`src/rtl/mem_pkg.sv`:
```
// Shared definitions for the byte-wide data RAM and its load/store sequencer.
//   size_t      : access size encoding (2'b11 is illegal and has no member)
//   lsu_state_t : sequencer FSM states
//   MEM_BYTES   : number of addressable RAM bytes
//   nbytes()    : byte count for a size encoding
package mem_pkg;

    localparam int unsigned MEM_BYTES = 1536;

    typedef enum logic [1:0] {
        SIZE_B = 2'b00,
        SIZE_H = 2'b01,
        SIZE_W = 2'b10
    } size_t;

    typedef enum logic [2:0] {
        ST_IDLE,
        ST_RD_ISSUE,
        ST_RD_CAP,
        ST_WR,
        ST_RESP
    } lsu_state_t;

    // The illegal encoding maps to 1 so range arithmetic stays well defined;
    // such requests are rejected before any byte is moved.
    function automatic logic [2:0] nbytes(input logic [1:0] size);
        case (size)
            SIZE_B:  nbytes = 3'd1;
            SIZE_H:  nbytes = 3'd2;
            SIZE_W:  nbytes = 3'd4;
            default: nbytes = 3'd1;
        endcase
    endfunction

endpackage

```
`src/rtl/load_extend.sv`:
```
// Load data extension, shared by the LSU and the fetch path.
//   rdata_raw_i : assembled little-endian bytes (unused upper bytes ignored)
//   size_i      : byte / half / word
//   unsigned_i  : 1 = zero-extend, 0 = sign-extend
//   rdata_o     : extended 32-bit result
module load_extend
    import mem_pkg::*;
(
    input  logic [31:0] rdata_raw_i,
    input  logic [1:0]  size_i,
    input  logic        unsigned_i,
    output logic [31:0] rdata_o
);

    always_comb begin
        rdata_o = rdata_raw_i;
        case (size_i)
            SIZE_B:  rdata_o = {{24{~unsigned_i & rdata_raw_i[7]}},  rdata_raw_i[7:0]};
            SIZE_H:  rdata_o = {{16{~unsigned_i & rdata_raw_i[15]}}, rdata_raw_i[15:0]};
            default: rdata_o = rdata_raw_i;
        endcase
    end

endmodule

```
`src/rtl/lsu_byte_seq.sv`:
```
// Load/store sequencer between the CPU memory stage and the byte-wide RAM.
// Splits byte/half/word requests into single-byte RAM accesses, assembles
// and extends loads, rejects misaligned/out-of-range/illegal-size requests,
// and returns exactly one response per accepted request.
//   CLK, RST_N            : clock, asynchronous active-low reset
//   req_*                 : request handshake and payload (valid/ready)
//   rsp_valid/err/rdata   : one-cycle response pulse
//   RAM_RE/RADDR/RDATA    : RAM read port (registered read, 1-cycle latency)
//   RAM_WE/WADDR/WDATA    : RAM write port
module lsu_byte_seq
    import mem_pkg::*;
#(
    parameter int unsigned MEM_BYTES = mem_pkg::MEM_BYTES,
    parameter int unsigned ADDR_W    = 11
) (
    input  logic              CLK,
    input  logic              RST_N,
    input  logic              req_valid,
    output logic              req_ready,
    input  logic              req_we,
    input  logic [1:0]        req_size,
    input  logic              req_unsigned,
    input  logic [ADDR_W-1:0] req_addr,
    input  logic [31:0]       req_wdata,
    output logic              rsp_valid,
    output logic              rsp_err,
    output logic [31:0]       rsp_rdata,
    output logic              RAM_RE,
    output logic [ADDR_W-1:0] RAM_RADDR,
    input  logic [7:0]        RAM_RDATA,
    output logic              RAM_WE,
    output logic [ADDR_W-1:0] RAM_WADDR,
    output logic [7:0]        RAM_WDATA
);

    lsu_state_t        state_q, state_d;
    logic              we_q, we_d;
    logic [1:0]        size_q, size_d;
    logic              uns_q, uns_d;
    logic [ADDR_W-1:0] addr_q, addr_d;
    logic [31:0]       wdata_q, wdata_d;
    logic [1:0]        idx_q, idx_d;
    logic              err_q, err_d;
    logic [31:0]       rbuf_q, rbuf_d;

    logic              ready_c;
    logic              req_illegal;
    logic              misaligned;
    logic [ADDR_W:0]   req_last_addr;
    logic [1:0]        last_idx;
    logic [ADDR_W-1:0] cur_addr;
    logic [31:0]       ext_rdata;

    // Request legality, evaluated on the live request inputs.
    always_comb begin
        misaligned = 1'b0;
        case (req_size)
            SIZE_B:  misaligned = 1'b0;
            SIZE_H:  misaligned = req_addr[0];
            SIZE_W:  misaligned = |req_addr[1:0];
            default: misaligned = 1'b1;
        endcase
        req_last_addr = {1'b0, req_addr} + (ADDR_W+1)'(nbytes(req_size))
                        - (ADDR_W+1)'(1);
        req_illegal   = misaligned || (32'(req_last_addr) >= MEM_BYTES);
    end

    assign last_idx = 2'(nbytes(size_q) - 3'd1);
    assign cur_addr = addr_q + ADDR_W'(idx_q);

    load_extend u_load_extend (
        .rdata_raw_i (rbuf_q),
        .size_i      (size_q),
        .unsigned_i  (uns_q),
        .rdata_o     (ext_rdata)
    );

    always_ff @(posedge CLK or negedge RST_N) begin
        if (!RST_N) begin
            state_q <= ST_IDLE;
            we_q    <= 1'b0;
            size_q  <= '0;
            uns_q   <= 1'b0;
            addr_q  <= '0;
            wdata_q <= '0;
            idx_q   <= '0;
            err_q   <= 1'b0;
            rbuf_q  <= '0;
        end else begin
            state_q <= state_d;
            we_q    <= we_d;
            size_q  <= size_d;
            uns_q   <= uns_d;
            addr_q  <= addr_d;
            wdata_q <= wdata_d;
            idx_q   <= idx_d;
            err_q   <= err_d;
            rbuf_q  <= rbuf_d;
        end
    end

    always_comb begin
        state_d   = state_q;
        we_d      = we_q;
        size_d    = size_q;
        uns_d     = uns_q;
        addr_d    = addr_q;
        wdata_d   = wdata_q;
        idx_d     = idx_q;
        err_d     = err_q;
        rbuf_d    = rbuf_q;
        ready_c   = 1'b0;
        rsp_valid = 1'b0;
        rsp_err   = 1'b0;
        rsp_rdata = '0;
        RAM_RE    = 1'b0;
        RAM_RADDR = '0;
        RAM_WE    = 1'b0;
        RAM_WADDR = '0;
        RAM_WDATA = '0;

        case (state_q)
            ST_IDLE: begin
                ready_c = 1'b1;
                if (req_valid) begin
                    we_d    = req_we;
                    size_d  = req_size;
                    uns_d   = req_unsigned;
                    addr_d  = req_addr;
                    wdata_d = req_wdata;
                    idx_d   = '0;
                    rbuf_d  = '0;
                    err_d   = req_illegal;
                    if (req_illegal) begin
                        state_d = ST_RESP;
                    end else if (req_we) begin
                        state_d = ST_WR;
                    end else begin
                        state_d = ST_RD_ISSUE;
                    end
                end
            end

            ST_RD_ISSUE: begin
                RAM_RE    = 1'b1;
                RAM_RADDR = cur_addr;
                state_d   = ST_RD_CAP;
            end

            // RE/RADDR held so the RAM's bank mux keeps selecting this byte.
            ST_RD_CAP: begin
                RAM_RE    = 1'b1;
                RAM_RADDR = cur_addr;
                rbuf_d[{idx_q, 3'b000} +: 8] = RAM_RDATA;
                if (idx_q == last_idx) begin
                    state_d = ST_RESP;
                end else begin
                    idx_d   = idx_q + 2'd1;
                    state_d = ST_RD_ISSUE;
                end
            end

            ST_WR: begin
                RAM_WE    = 1'b1;
                RAM_WADDR = cur_addr;
                RAM_WDATA = wdata_q[{idx_q, 3'b000} +: 8];
                if (idx_q == last_idx) begin
                    state_d = ST_RESP;
                end else begin
                    idx_d = idx_q + 2'd1;
                end
            end

            ST_RESP: begin
                rsp_valid = 1'b1;
                rsp_err   = err_q;
                rsp_rdata = (err_q || we_q) ? '0 : ext_rdata;
                state_d   = ST_IDLE;
            end

            default: state_d = ST_IDLE;
        endcase
    end

    // Ready must read 0 while reset is held, even though the state is IDLE.
    assign req_ready = ready_c & RST_N;

endmodule

```
`config.mk`:
```
export PLATFORM = sky130hd
export DESIGN_NAME = lsu_byte_seq
export DESIGN_NICKNAME = d
export VERILOG_FILES = /design/src/rtl/mem_pkg.sv /design/src/rtl/load_extend.sv /design/src/rtl/lsu_byte_seq.sv
export SDC_FILE = /design/constraint.sdc
export NUM_CORES = 1
export LEC_CHECK = 0
export CORE_MARGIN = 5
export CORE_UTILIZATION = 49
export DETAILED_ROUTE_END_ITERATION = 7
export MAX_ROUTING_LAYER = met4
export PLACE_DENSITY_LB_ADDON = 0.2
export REMOVE_ABC_BUFFERS = 1
export SKIP_CTS_REPAIR_TIMING = 1
export SLEW_MARGIN = 20
export SYNTH_ARGS = -nofsm -noshare
export SYNTH_HDL_FRONTEND = slang
export SYNTH_SLANG_ARGS = --single-unit
```
`constraint.sdc`:
```
create_clock -name CLK -period 2.65 [get_ports CLK]
set_input_delay 0.265 -clock CLK [delete_from_list [all_inputs] [get_ports CLK]]
set_output_delay 0.265 -clock CLK [all_outputs]
set_load 0.01 [all_outputs]
```
==> results.md <==
- Worst min-delay path class: input pin to register
- Diode count: 0
- First-pass GRT wire length: 19,300 um
- YS warnings: 0
- Ys async rst share: between 90% and 100%
- Slew HR: 49.5%
- Worst Reg-to-Reg Cells: 5
- Hold_sp: req_size[1]
- Fin. max-slew vios: 0
- Critical path class: input pin to register
- Total core area: 9330 um^2
- Unrepaired setup endpoints after global routing: false
- Leakage power figure: 3.50 nW
- Final #Nets: around 730
- Final hold vios: 0
- Status: finished, final reports clean
- Seq cells post-synth: 85
- Final Skew: around 0.013 ns
- MaxCap Viol Count: 0
- CTS Buffer Depth: 2
- Dpl ws: -0.563 ns
- CP Max Fanout: 3
- Die H: ~110 um
- Tot GR Track Use: 21.3%
- Mean Syn Cell Area: 9.30 um^2
- Flop-to-flop setup slack: between 0.4 and 0.5 ns
- Slew @ Worst Pin: 0.758 ns
- Die W: 108 um
- Cell count after synthesis: between 500 and 600
- Final GP Congestion: 0.834
- Most frequent cell after synthesis: nand2_1
- Final Util: between 60% and 70%
- Detailed placement HPWL: 9020 um
- Sequential fraction of the synthesis area: 44.9%
- # DRC: 0
- Hold slack: 0.336 ns
- EDFF count, synth: 0
- Clock sinks: 85
- Root Driver: clkbuf_8
- Final period utilization: 96.8%
- P&R area growth vs syn: 37.6%
- Cell Pwr Density: 799 nW/um^2
- DRT Pass-1 Iters: 4
- Critical Path Start Type: input pin
- Largest area contributor in the netlist: dfrtp_1
- Synth top area share: between 40 and 50%
- Crit path DAT: 2.80 ns
- Worst EP required: 2.88 ns
- Final setup TNS: 0 ns
- Initial Util: 50.8%
- H-tree lvl count: 3
- Total CTS buffers: 9
- Std-Cell Rows: 35
- FF/Latch Area: 2130 um^2
- FF-to-FF End: rbuf_q[27]$_DFFE_PN0P_
- Vias: 4,113
- Worst-path clk slew: 0.08 ns
- IO Pins: between 100 and 150
- Drt first-iter violations: 221
- I/O Buffers: 124
- ANT nets after route: 0
- WL per Instance: 15.8 um
- Reg2reg start: state_q[0]$_DFFE_PN0P_
- DP Area: just over 6000 um^2
- Routed vias/inst: 5.29
- Yosys cell types: 48
- Number of global-route vias before repair: 4,058
- Total gr overflow: 0
- Synth area leaders: dfrtp_1, nand2_1, ha_1
- Worst-skew pair later-pin latency: 0.35 ns
- Hold EP: size_q[1]$_DFFE_PN0P_
- Fill cells: roughly 750
- Minimum clock period: 2.57 ns
- Hold Path Cell Cnt: 4
- Synth Flop Type: dfrtp_1
- Share of layout cells above drive strength 1: a little over a tenth
- Crit end category: register
- Post-Layout Inst Area: between 6000 and 7000 um^2
- Final setup vio count: 0
- Initial antenna violation count: 0
- Worst vdd ir: 0.384 mV
- Worst setup margin: 0.0839 ns
- Final WL: 12,300 um
- Die area: 11,700 um^2
- Fmax: 0.390 GHz
- CTS tree: yes
- Commonest cells post-synth: nand2_1, dfrtp_1, nor2_1
- Post-Syn Area: 4730 um^2
- Multi-input logic area: ~2400 um^2
- Largest net degree at the start of global routing: 49
==> metrics by stage <==
stage / total power, mW / cells
after floorplan: 3.40 / 485
after global placement: 4.20 / 752
after detailed placement: 4.31 / 752
after CTS: 5.17 / 768
after global routing: 5.60 / 778
final: 5.20 / 778
==> cells in the final DEF, fill, tap and decap left out, types with 4 or more instances in the layout <==
master / synthesis / routed
mux4_2: 8 / 8
and2_1: 10 / 10
clkbuf_8: 0 / 11
ha_1: 27 / 26
clkdlybuf4s50_1: 0 / 95
and3_1: 11 / 11
xor2_1: 8 / 8
o21ai_0: 19 / 18
xnor2_1: 6 / 6
dfrtp_1: 85 / 84
nand3_1: 5 / 4
o21a_1: 16 / 16
nand2_1: 131 / 130
nor2_1: 34 / 34
dlymetal6s2s_1: 0 / 28
buf_4: 2 / 22
inv_1: 33 / 33
a21oi_1: 19 / 17
a22o_1: 33 / 33
==> state kept, by name, summed over array words and instances, names as in the netlist <==
register  flops
state_q       3
err_q         1
idx_q         2
uns_q         1
wdata_q      32
size_q        2
we_q          1
addr_q       11
rbuf_q       32
==> cell families after synthesis <==
group	after synthesis	share of synthesized area, %
AND/OR/NAND/NOR	214	20.1
AO/OA/AOI/OAI	102	15.6
flip-flops	85	44.9
buffers and inverters	57	5.05
adder cells (fa/ha/maj)	29	7.98
XOR/XNOR	14	2.59
multiplexers	8	3.81
==> where the power goes <==
part           internal [mW]  total [mW]  leakage [nW]  switching [mW]
sequential              1.73        2.02          1.10           0.289
clock                  0.400       0.873        0.0926           0.473
combinational          0.985        2.31          2.31            1.33
==> worst max-delay path: stages <==
cell and delay [ns]:
clkdlybuf4s50_1 0.48, inv_1 0.06, ha_1 0.28, inv_1 0.07
ha_2 0.18, inv_1 0.05, fa_2 0.34, nor2b_2 0.13
o31ai_2 0.09, a31o_2 0.27, a21oi_2 0.19, a311oi_2 0.16
a21bo_1 0.22
==> cell type report <==
class	count	area share (%)
timing repair buffer	148	23.0
multi-input combinational	367	37.0
clock inverter	5	0.634
tap	129	2.48
inverter	33	1.90
sequential	85	32.7
clock buffer	11	2.32
==> worst max-delay path by stage <==
| stage | cells past startpoint | startpoint | slack, ns | endpoint |
|---|---|---|---|---|
| 2_1_floorplan | 14 | req_size[1] | 0.24 | state_q[0]$_DFFE_PN0P_ |
| 3_3_place_gp | 15 | req_size[0] | -0.42 | state_q[0]$_DFFE_PN0P_ |
| 3_5_place_dp | 15 | req_size[0] | -0.56 | state_q[2]$_DFFE_PN0P_ |
| 4_1_cts | 6 | state_q[1]$_DFFE_PN0P_ | -0.25 | rsp_rdata[20] |
| 5_1_grt | 5 | state_q[1]$_DFFE_PN0P_ | 0.001 | RAM_WADDR[6] |
| 6_report | 13 | req_addr[1] | 0.08 | state_q[0]$_DFFE_PN0P_ |
==> routing by layer <==
metal / global-route usage, % / vias up / routed length [um]
met5: - / - / 0
met4: 5.23 / 0 / 104
met3: 3.94 / 10 / 823
met2: 34.5 / 166 / 5980
met1: 27.9 / 1956 / 5380
li1: - / 1981 / -
Power figures use the tool's default switching activity.
